File: config.mk
export PLATFORM = sky130hd
export DESIGN_NAME = approx_rc_adder_pipe_flat
export DESIGN_NICKNAME = d
export VERILOG_FILES = /design/src/rtl/approx_rc_adder_pipe_pkg.sv /design/src/rtl/approx_rc_adder_pipe_if.sv /design/src/rtl/approx_rc_adder_pipe_cell.sv /design/src/rtl/approx_rc_adder_pipe.sv /design/src/flat_wrapper.sv
export SDC_FILE = /design/constraint.sdc
export NUM_CORES = 1
export LEC_CHECK = 0
export ABC_CLOCK_PERIOD_IN_PS = 11300
export CAP_MARGIN = 15
export CORE_MARGIN = 2
export CORE_UTILIZATION = 50
export DETAILED_ROUTE_END_ITERATION = 12
export DONT_BUFFER_PORTS = 1
export SETUP_SLACK_MARGIN = 0.4
export SLEW_MARGIN = 20
export SYNTH_ARGS = -nofsm -noshare
export SYNTH_HDL_FRONTEND = slang
export SYNTH_SLANG_ARGS = --single-unit
File: constraint.sdc
create_clock -name clk -period 11.3 [get_ports clk]
set_input_delay 2.26 -clock clk [delete_from_list [all_inputs] [get_ports clk]]
set_output_delay 2.26 -clock clk [all_outputs]
set_load 0.005 [all_outputs]
File: src/rtl/approx_rc_adder_pipe_pkg.sv
// Shared cell-type encoding and the single-bit approximate adder cell function
// used by the segmented ripple-carry pipeline.
package approx_adder_pkg;

  typedef enum logic [1:0] {
    CT_CONST = 2'd0,
    CT_TRUNC = 2'd1,
    CT_OR    = 2'd2,
    CT_EXACT = 2'd3
  } cell_type_e;

  // Returns {cout, s}; approximate behaviour applies only when approx_en is set.
  function automatic logic [1:0] cell_fn(input logic x, input logic y, input logic z,
                                         input cell_type_e t, input logic approx_en);
    logic [1:0] r;
    r = {(x & y) | (z & (x ^ y)), x ^ y ^ z};
    if (approx_en) begin
      case (t)
        CT_CONST: r = 2'b10;
        CT_TRUNC: r = 2'b00;
        CT_OR:    r = {x & y, x | y};
        default:  ;
      endcase
    end
    return r;
  endfunction

endpackage

File: src/rtl/approx_rc_adder_pipe_if.sv
// Operand/result valid-ready bundle for the approximate adder pipeline.
interface approx_rc_adder_pipe_if #(
  parameter int unsigned WIDTH      = 16,
  parameter int unsigned APPROX_MAX = 8
);
  localparam int unsigned KW = $clog2(APPROX_MAX + 1);

  logic                    in_valid;
  logic                    in_ready;
  logic [WIDTH-1:0]        in_a;
  logic [WIDTH-1:0]        in_b;
  logic [KW-1:0]           in_k;
  logic [1:0]              in_type;
  logic                    out_valid;
  logic                    out_ready;
  logic [WIDTH:0]          out_sum;
  logic signed [WIDTH+1:0] out_err;

  modport master (
    output in_valid, in_a, in_b, in_k, in_type, out_ready,
    input  in_ready, out_valid, out_sum, out_err
  );

  modport slave (
    input  in_valid, in_a, in_b, in_k, in_type, out_ready,
    output in_ready, out_valid, out_sum, out_err
  );

endinterface

File: src/rtl/approx_rc_adder_pipe_cell.sv
// One bit of the adder: exact full adder, or an approximate cell when enabled.
module approx_cell
  import approx_adder_pkg::*;
(
  input  logic       x_i,
  input  logic       y_i,
  input  logic       z_i,
  input  cell_type_e type_i,
  input  logic       approx_en_i,
  output logic       s_o,
  output logic       cout_o
);

  assign {cout_o, s_o} = cell_fn(x_i, y_i, z_i, type_i, approx_en_i);

endmodule

File: src/rtl/approx_rc_adder_pipe.sv
// Segmented ripple-carry approximate adder: one segment per pipeline rank, global
// stall on output backpressure, error and squared-error statistics on the output side.
module approx_rc_adder_pipe
  import approx_adder_pkg::*;
#(
  parameter int unsigned WIDTH      = 16,
  parameter int unsigned SEG_W      = 4,
  parameter int unsigned APPROX_MAX = 8,
  parameter int unsigned CNT_W      = 16
) (
  input  logic                          clk,
  input  logic                          rst_n,
  approx_rc_adder_pipe_if.slave         bus,
  input  logic                          stat_clr,
  output logic [CNT_W-1:0]              stat_cnt,
  output logic [2*(WIDTH+2)+CNT_W-1:0]  stat_sqerr
);

  localparam int unsigned NSEG = (WIDTH + SEG_W - 1) / SEG_W;
  localparam int unsigned KW   = $clog2(APPROX_MAX + 1);
  localparam int unsigned EW   = WIDTH + 2;
  localparam int unsigned SQW  = 2 * EW;
  localparam int unsigned SW   = SQW + CNT_W;
  localparam int unsigned LAST = NSEG - 1;
  localparam logic [KW-1:0] KMAX = KW'(APPROX_MAX);

  function automatic logic [WIDTH-1:0] seg_mask(input int unsigned s);
    logic [WIDTH-1:0] m;
    m = '0;
    for (int unsigned i = 0; i < WIDTH; i++) begin
      if (i / SEG_W == s) m[i] = 1'b1;
    end
    return m;
  endfunction

  // Rank s holds a sample whose segments 0..s-1 are already resolved in sm_q[s].
  logic [NSEG-1:0]            vld_q, vld_d, cy_q, cy_d;
  logic [NSEG-1:0][WIDTH-1:0] a_q, a_d, b_q, b_d, sm_q, sm_d;
  logic [NSEG-1:0][KW-1:0]    k_q, k_d;
  logic [NSEG-1:0][1:0]       ty_q, ty_d;

  logic                 ov_q;
  logic [WIDTH:0]       osum_q, osum_d;
  logic signed [EW-1:0] oerr_q, oerr_d;
  logic [CNT_W-1:0]     cnt_q, cnt_d;
  logic [SW-1:0]        sq_q, sq_d;

  logic [WIDTH-1:0] s_w, fin_w;
  logic [NSEG-1:0]  segc_w;
  logic [WIDTH:0]   exact_w;
  logic [EW-1:0]    err_u, mag;
  logic [SQW-1:0]   sq;
  logic [SW:0]      sq_sum;
  logic             en, xfer_out;

  assign en            = !ov_q || bus.out_ready;
  assign xfer_out      = ov_q && bus.out_ready;
  assign bus.in_ready  = en;
  assign bus.out_valid = ov_q;
  assign bus.out_sum   = osum_q;
  assign bus.out_err   = oerr_q;
  assign stat_cnt      = cnt_q;
  assign stat_sqerr    = sq_q;

  for (genvar gi = 0; gi < WIDTH; gi++) begin : g_bit
    localparam int unsigned S = gi / SEG_W;
    logic cin, aen, so, co;
    if (gi % SEG_W == 0) begin : g_seg_lsb
      assign cin = cy_q[S];
    end else begin : g_ripple
      assign cin = g_bit[gi-1].co;
    end
    if ((gi % SEG_W == SEG_W - 1) || (gi == WIDTH - 1)) begin : g_seg_msb
      assign segc_w[S] = co;
    end
    assign aen     = (32'(k_q[S]) > 32'(gi));
    assign s_w[gi] = so;
    approx_cell u_cell (
      .x_i        (a_q[S][gi]),
      .y_i        (b_q[S][gi]),
      .z_i        (cin),
      .type_i     (cell_type_e'(ty_q[S])),
      .approx_en_i(aen),
      .s_o        (so),
      .cout_o     (co)
    );
  end

  always_comb begin
    vld_d = '0;
    cy_d  = '0;
    a_d   = '0;
    b_d   = '0;
    sm_d  = '0;
    k_d   = '0;
    ty_d  = '0;
    vld_d[0] = bus.in_valid;
    a_d[0]   = bus.in_a;
    b_d[0]   = bus.in_b;
    k_d[0]   = (bus.in_k > KMAX) ? KMAX : bus.in_k;
    ty_d[0]  = bus.in_type;
    for (int unsigned s = 1; s < NSEG; s++) begin
      vld_d[s] = vld_q[s-1];
      a_d[s]   = a_q[s-1];
      b_d[s]   = b_q[s-1];
      k_d[s]   = k_q[s-1];
      ty_d[s]  = ty_q[s-1];
      cy_d[s]  = segc_w[s-1];
      sm_d[s]  = (sm_q[s-1] & ~seg_mask(s-1)) | (s_w & seg_mask(s-1));
    end
    fin_w   = (sm_q[LAST] & ~seg_mask(LAST)) | (s_w & seg_mask(LAST));
    osum_d  = {segc_w[LAST], fin_w};
    exact_w = {1'b0, a_q[LAST]} + {1'b0, b_q[LAST]};
    oerr_d  = $signed({1'b0, exact_w}) - $signed({1'b0, osum_d});
  end

  // Clear coincident with a transfer restarts the stats from that sample alone.
  always_comb begin
    err_u  = oerr_q;
    mag    = err_u[EW-1] ? (~err_u + EW'(1)) : err_u;
    sq     = SQW'(mag) * SQW'(mag);
    sq_sum = {1'b0, sq_q} + (SW+1)'(sq);
    cnt_d  = cnt_q;
    sq_d   = sq_q;
    if (stat_clr) begin
      cnt_d = xfer_out ? CNT_W'(1) : '0;
      sq_d  = xfer_out ? SW'(sq) : '0;
    end else if (xfer_out) begin
      cnt_d = (&cnt_q) ? cnt_q : cnt_q + CNT_W'(1);
      sq_d  = sq_sum[SW] ? '1 : sq_sum[SW-1:0];
    end
  end

  always_ff @(posedge clk or negedge rst_n) begin
    if (!rst_n) begin
      vld_q  <= '0;
      cy_q   <= '0;
      a_q    <= '0;
      b_q    <= '0;
      sm_q   <= '0;
      k_q    <= '0;
      ty_q   <= '0;
      ov_q   <= 1'b0;
      osum_q <= '0;
      oerr_q <= '0;
      cnt_q  <= '0;
      sq_q   <= '0;
    end else begin
      if (en) begin
        vld_q <= vld_d;
        cy_q  <= cy_d;
        a_q   <= a_d;
        b_q   <= b_d;
        sm_q  <= sm_d;
        k_q   <= k_d;
        ty_q  <= ty_d;
        ov_q  <= vld_q[LAST];
        if (vld_q[LAST]) begin
          osum_q <= osum_d;
          oerr_q <= oerr_d;
        end
      end
      cnt_q <= cnt_d;
      sq_q  <= sq_d;
    end
  end

endmodule

File: src/flat_wrapper.sv
// flat-port wrapper written by rule: the top's interface ports become plain ports
module approx_rc_adder_pipe_flat import approx_adder_pkg::*;
#(
  parameter int unsigned WIDTH      = 16,
  parameter int unsigned SEG_W      = 4,
  parameter int unsigned APPROX_MAX = 8,
  parameter int unsigned CNT_W      = 16
)
  (clk, rst_n, stat_clr, stat_cnt, stat_sqerr, bus_in_valid, bus_in_a, bus_in_b, bus_in_k, bus_in_type, bus_out_ready, bus_in_ready, bus_out_valid, bus_out_sum, bus_out_err);
  approx_rc_adder_pipe_if #(.WIDTH(WIDTH), .APPROX_MAX(APPROX_MAX)) bus_i ();
  input  logic clk;
  input  logic rst_n;
  input  logic stat_clr;
  output logic [CNT_W-1:0] stat_cnt;
  output logic [2*(WIDTH+2)+CNT_W-1:0] stat_sqerr;
  input wire logic [$bits(bus_i.in_valid)-1:0] bus_in_valid;
  input wire logic [$bits(bus_i.in_a)-1:0] bus_in_a;
  input wire logic [$bits(bus_i.in_b)-1:0] bus_in_b;
  input wire logic [$bits(bus_i.in_k)-1:0] bus_in_k;
  input wire logic [$bits(bus_i.in_type)-1:0] bus_in_type;
  input wire logic [$bits(bus_i.out_ready)-1:0] bus_out_ready;
  output wire logic [$bits(bus_i.in_ready)-1:0] bus_in_ready;
  output wire logic [$bits(bus_i.out_valid)-1:0] bus_out_valid;
  output wire logic [$bits(bus_i.out_sum)-1:0] bus_out_sum;
  output wire logic [$bits(bus_i.out_err)-1:0] bus_out_err;
  assign bus_i.in_valid = bus_in_valid;
  assign bus_i.in_a = bus_in_a;
  assign bus_i.in_b = bus_in_b;
  assign bus_i.in_k = bus_in_k;
  assign bus_i.in_type = bus_in_type;
  assign bus_i.out_ready = bus_out_ready;
  assign bus_in_ready = bus_i.in_ready;
  assign bus_out_valid = bus_i.out_valid;
  assign bus_out_sum = bus_i.out_sum;
  assign bus_out_err = bus_i.out_err;
  approx_rc_adder_pipe #(.WIDTH(WIDTH), .SEG_W(SEG_W), .APPROX_MAX(APPROX_MAX), .CNT_W(CNT_W)) u_core (.clk(clk), .rst_n(rst_n), .bus(bus_i), .stat_clr(stat_clr), .stat_cnt(stat_cnt), .stat_sqerr(stat_sqerr));
endmodule
Word level (Yosys, flattened, before mapping)
Index checks and enable logic that the tools add are counted.
{"block": "classes", "n_addsub": 5, "n_mul": 1, "div": 0, "order_cmp": 16, "n_eq_ne": 9, "shift": 0, "mux": 40, "n_bitwise": 96, "reduce_logical": 11}
{"cell": "$mux W52", "count": 3}
{"cell": "$pmux W2 S3", "count": 15}
{"cell": "$add A52 B36 Y53", "count": 1}
{"cell": "$mux W16", "count": 3}
{"cell": "$mul A18 B18 Y36", "count": 1}
{"cell": "$mux W36", "count": 1}
{"cell": "$gt A4 B4 Y1 const B", "count": 8}
{"cell": "$and A1 B1 Y1", "count": 31}
{"cell": "$xor A1 B1 Y1", "count": 31}
{"cell": "$mux W2", "count": 15}
{"cell": "$or A1 B1 Y1", "count": 30}
{"cell": "$add A18 B1 Y18 const B", "count": 1}
{"cell": "$mux W18", "count": 1}
{"cell": "$not A18 Y18", "count": 1}
{"cell": "$sub A17 B17 Y18", "count": 1}
{"cell": "$add A16 B16 Y17", "count": 1}
{"cell": "$add A16 B1 Y16 const B", "count": 1}
{"cell": "$gt A4 B3 Y1 const B", "count": 4}
{"cell": "$or A12 B16 Y16", "count": 1}
{"cell": "$reduce_and A16 Y1", "count": 1}
{"cell": "$or A8 B12 Y12", "count": 1}
{"cell": "$eq A2 B1 Y1 const B", "count": 4}
{"cell": "$eq A2 B2 Y1 const B", "count": 4}
{"cell": "$gt A4 B1 Y1 const B", "count": 2}
{"cell": "11 further kinds", "count": 16}
{"block": "word_totals", "reg_bits": 287, "latchBits": 0, "ramBits": 0, "romBits": 0, "in_bits": 43, "out_inout_bits": 105, "word_cells": 204, "mem_count": 0}

Depth between registers and ports, before layout
{"block": "logic_depth", "word_depth": 18, "depth_mapped": 44, "mapped_depth_nobuf": 39}

Cells and area by module
A second synthesis with hierarchy kept.
{"block": "unflattened", "cells_unflattened": 2979, "hier_area_um2": 25530.7}
{"module": "approx_rc_adder_pipe", "instances": 1, "cells_per_inst": 2739, "area_each_um2": 23829.1}
{"module": "approx_cell", "instances": 16, "cells_per_inst": 15, "area_each_um2": 106.4}

Worst setup path after synthesis
OpenSTA, ideal clock, no wires.
{"block": "synth_path", "path_type": "flip-flop to flip-flop", "from": "register u_core.oerr_q[0], in the netlist u_core.bus.out_err[0]", "to": "register u_core.sq_q[31], in the netlist u_core.stat_sqerr[31]", "arrival_ps": 10256, "setup_slack_ps": 924, "stages_incl_launch_ff": 41, "path_buffers": 4, "synth_period_minus_slack_ps": 10376, "path_cell_list": "dfrtp_1 buf_6 inv_1 clkbuf_1 ha_1 nand3_1 or3_1 o31a_1 xnor2_1 clkinv_1 nand2_1 inv_1 fa_1 fa_1 inv_1 fa_1 inv_1 fa_1 [... 5 more ...] a21oi_1 o21ai_0 a21o_1 a221o_1 a311o_1 a41o_1 xor2_1 ha_1 a21oi_1 o21bai_1 and2_1 o41ai_1 o2111a_1 or3_1 clkbuf_1 clkbuf_1 a311oi_1 a31o_2"}
{"block": "synth_via", "elab_chain_len": 8}
{"item": "from (decl)", "line": "approx_rc_adder_pipe.sv:44", "text": "logic signed [EW-1:0] oerr_q, oerr_d;"}
{"item": "from (signal assigned)", "line": "approx_rc_adder_pipe.sv:160", "text": "oerr_q <= oerr_d;"}
{"item": "$not A18 Y18", "line": "approx_rc_adder_pipe.sv:120", "text": "mag = err_u[EW-1] ? (~err_u + EW'(1)) : err_u;"}
{"item": "$add A18 B1 Y18", "line": "approx_rc_adder_pipe.sv:120"}
{"item": "$mux W18 (*)", "line": "approx_rc_adder_pipe.sv:120"}
{"item": "$mul A18 B18 Y36 (*)", "line": "approx_rc_adder_pipe.sv:121", "text": "sq = SQW'(mag) * SQW'(mag);"}
{"item": "$add A52 B36 Y53", "line": "approx_rc_adder_pipe.sv:122", "text": "sq_sum = {1'b0, sq_q} + (SW+1)'(sq);"}
{"item": "$mux W52", "line": "approx_rc_adder_pipe.sv:130", "text": "sq_d = sq_sum[SW] ? '1 : sq_sum[SW-1:0];"}
{"item": "$mux W52", "line": "approx_rc_adder_pipe.sv:128", "text": "end else if (xfer_out) begin"}
{"item": "$mux W52 (*)", "line": "approx_rc_adder_pipe.sv:125", "text": "if (stat_clr) begin"}
{"item": "to (signal assigned)", "line": "approx_rc_adder_pipe.sv:164", "text": "sq_q <= sq_d;"}
{"item": "to (decl)", "line": "approx_rc_adder_pipe.sv:46", "text": "logic [SW-1:0] sq_q, sq_d;"}
Mark *: on every way between the ends. The rest lies on a longest branch, timed or not. The select of a mux whose other input is x is not followed.
A chain may end at the register's enable or synchronous reset.

Worst setup path in the final report
{"block": "layout_path", "from": "register u_core.oerr_q[3], in the netlist u_core.bus.out_err[3]", "to": "register u_core.sq_q[42], in the netlist u_core.stat_sqerr[42]"}
{"block": "layout_via", "elab_chain_len": 8}
{"item": "$not A18 Y18", "line": "approx_rc_adder_pipe.sv:120"}
{"item": "$add A18 B1 Y18", "line": "approx_rc_adder_pipe.sv:120"}
{"item": "$mux W18 (*)", "line": "approx_rc_adder_pipe.sv:120"}
{"item": "$mul A18 B18 Y36 (*)", "line": "approx_rc_adder_pipe.sv:121"}
{"item": "$add A52 B36 Y53 (*)", "line": "approx_rc_adder_pipe.sv:122"}
{"item": "$mux W52 (*)", "line": "approx_rc_adder_pipe.sv:130"}
{"item": "$mux W52 (*)", "line": "approx_rc_adder_pipe.sv:128"}
{"item": "$mux W52 (*)", "line": "approx_rc_adder_pipe.sv:125"}
Marked as above.

==> impl_results.md <==
* Outcome: finished clean
* Final Hold Vio Count at 0
* First-pass DRT Iterations at 4
* Syn-to-layout area delta at 8.14%
* Category of the most critical setup path: reg -> reg
* Number of global-route vias before repair at 19800
* Initial antenna violation count at 0
* Standard cell core area at 50000 sq um
* Number of nets at the end of the flow at 3353
* Layout cell share with drive strength beyond 1 at 0.0551
* RSZ-0062 raised after global routing: no
* First DRT Iteration DRCs at 964
* Maximum cell stage delay along the critical path at 0.54 ns
* Number of fill cells at 4736
* Post-synth top area share at 0.284
* Post-route cell area at 27300 sq um
* Biggest area consumer among synthesized cells: dfrtp_1
* Warning count from the yosys run at 0
* Leading post-synthesis cells by cell area: dfrtp_1, fa_1, ha_1
* Chip width at 229 microns
* Number of placed I/O pins at 148
* Deepest level of the CTS H-tree at 2
* Number of endpoints failing setup at the final stage at 0
* Flops & latches, synth at 287
* Congestion Overflow GR at 0
* Die footprint at 52300 sq um
* Worst Path Max Fanout at 33
* Time the final worst path needs with I/O delays and setup at 10.39 ns
* Async set or reset register ratio after synthesis at 1.00
* Type of the worst min-delay path: reg -> reg
* CTS tree: done
* Critical path launch point type: flop
* Aggregate global-route resource usage at 0.248
* Buffer depth of the longest clock path at 3
* Setup TNS Final at 0 ns
* Average size of a mapped cell at 8.75 sq um
* Post-Synthesis Cells at 2886
* Element type at the critical path end: flop
* Slowest cell on the critical path: fa_1
* Req. time, crit path at 11.73 ns
* Max Cap Violations at 0
* Number of buffers inserted by port buffering at 0
* Maximum clock skew at final layout at 0.0232 ns
* FP Rows at 82
* Wire length per cell at 17.9 microns
* Post-synth top flop: dfrtp_1
* Post-route antenna net violation count at 0
* Number of buffers created by CTS at 35
* Worst slew margin relative to its limit at 0.413
* Vias/cell at 5.40
* Worst-case reg-to-reg path depth at 37
* Period utilization at 0.920
* Final Max Slew Viols at 0
* Root cell of the clock tree: clkbuf_16
* Arrival time of data at the critical path endpoint at 10.83 ns
* Wire length after detailed routing at 63700 microns
* Hold-fix buffers at CTS at 0
* Achievable Freq at 96.2 MHz
* Number of remaining DRC errors at 0
* Number of synthesized flops with an enable pin at 0
* Wire length of the first global-routing pass at 104000 microns
* Most used cell along the critical path: fa_1
* Maximum number of pins on one net before global-route repair at 288
* Worst Max-Slew Pin Slew at 0.881 ns
* HPWL after detailed placement at 49300 microns
* Number of antenna cells inserted at 0
* CTS clock-pin slew for the worst setup and hold paths at 0.06 ns
* Count of distinct cell types in the synthesized netlist at 77
* Die Span Y at 229 microns
* Number of stages on the worst hold path at 2
* Num Clock Sinks at 287
* Mapped cell area at 25200 sq um
* Initial Utilization at 0.505
* Number of vias after detailed routing at 19200
* Clk_lat worst skew at 0.55 ns
* Portion of the post-synthesis area used by sequential elements at 0.284
* Weighted congestion reported at the end of routability-driven placement at 0.931
* Cell Area, Placed at 26000 sq um
## synthesized netlist by cell type (20+ instances only)
| cell | number |
|---|---|
| nand2_1 | 560 |
| inv_1 | 441 |
| dfrtp_1 | 287 |
| fa_1 | 254 |
| ha_1 | 197 |
| nor2_1 | 182 |
| o21ai_0 | 165 |
| a21oi_1 | 134 |
| clkbuf_1 | 105 |
| xnor2_1 | 59 |
| a21o_1 | 48 |
| xor2_1 | 44 |
| nand3_1 | 35 |
| nor3_1 | 27 |
| o31ai_1 | 21 |
| nand4_1 | 20 |
## worst paths after layout
check / slack [ns] / to / start
worst max register to register: 0.91 / u_core.stat_sqerr[42] / u_core.bus.out_err[3]
min in group asynchronous: 1.41 / u_core.stat_sqerr[10] / rst_n
worst max-delay path: 0.91 / u_core.stat_sqerr[42] / u_core.bus.out_err[3]
max in group asynchronous: 9.18 / u_core.bus.out_err[10] / rst_n
worst min-delay path: 0.47 / u_core.b_d[46] / u_core.b_d[46]
worst min register to register: 0.47 / u_core.b_d[46] / u_core.b_d[46]
## placed cells by master (no fill, tap or decap), types with 8 or more instances in the layout
cell	count
nand2_1	558
inv_1	440
dfrtp_1	287
fa_1	254
ha_1	194
nor2_1	180
o21ai_0	164
a21oi_1	134
xnor2_1	56
a21o_1	48
xor2_1	44
buf_4	41
clkbuf_16	36
nand3_1	35
nor3_1	27
o31ai_1	21
nand4_1	20
o22ai_1	18
and3_1	17
mux2_2	16
and2_1	14
nor2b_1	13
conb_1	13
nand2b_1	12
a211oi_1	11
or3_1	9
o21ai_1	9
a31oi_1	9
a221oi_1	9
o21bai_1	9
clkbuf_1	9
clkbuf_8	8
## layer usage
metal	part of all wire	up-vias	wire [microns]	GRT usage
li1	-	9261	-	-
met1	0.43	9433	27300	0.315
met2	0.50	410	31600	0.431
met3	0.045	112	2850	0.0409
met4	0.030	0	1910	0.0778
met5	0	-	0	0
## cell families (layout without fill, tap and decap cells)
family,count (synthesis),count (layout),synth area share
xor+xnor,104,104,0.0364
other cells,2,13,0.000297
fa+ha+maj,451,451,0.299
simple gates,922,922,0.154
flops,287,287,0.284
buf+inv,566,554,0.0850
compound gates,531,531,0.131
mux,23,23,0.00991
## through the flow
| step | worst slack, ns | hold WS (ns) | util | cells |
|---|---|---|---|---|
| 4_1_cts | 0.465 | 0.465 | 0.543 | 3551 |
| 6_report | 0.905 | 0.465 | 0.546 | 3557 |
| 3_5_place_dp | 0.472 | 0.453 | 0.519 | 3488 |
| 5_1_grt | 0.404 | 0.482 | 0.546 | 3557 |
| 2_1_floorplan | 0.924 | 0.439 | - | 2897 |
| 3_3_place_gp | 0.693 | 0.450 | 0.519 | 3488 |
## worst max-delay path: cells and delay by family, from the launching register on
family          cells  cell delay (ns)
compound gates     10             2.37
fa+ha+maj           8             3.83
buf+inv             6             0.64
flops               1             0.49
xor+xnor            2             0.41
simple gates       11             2.54
## state kept, by name (all words and copies together) (netlist names)
name,cells
u_core.a_d,48
u_core.a_q,16
u_core.b_d,48
u_core.b_q,16
u_core.bus.out_err,18
u_core.bus.out_sum,17
u_core.bus.out_valid,1
u_core.cy_q,3
u_core.k_d,12
u_core.k_q,4
u_core.sm_q,24
u_core.stat_cnt,16
u_core.stat_sqerr,52
u_core.ty_d,6
u_core.ty_q,2
u_core.vld_q,4
## layout make-up
type	instances	area [sq um]	share of cell area
multi-input combinational	2044	16100	0.589
sequential	287	7180	0.263
inverter	449	1700	0.0621
clock buffer	53	1040	0.0383
tap	672	841	0.0308
timing repair buffer	42	319	0.0117
clock inverter	10	150	0.00550
## repair_timing
action / in CTS / in global routing
setup buffers: 0 / 6
gates resized for setup: 0 / 26
endpoints found under the setup margin: 0 / 51
hold endpoints to repair: 0 / 0
Power is left out: the tool's default activity adds up to more than one toggle a clock period on the data nets, which glitch-free logic cannot reach.
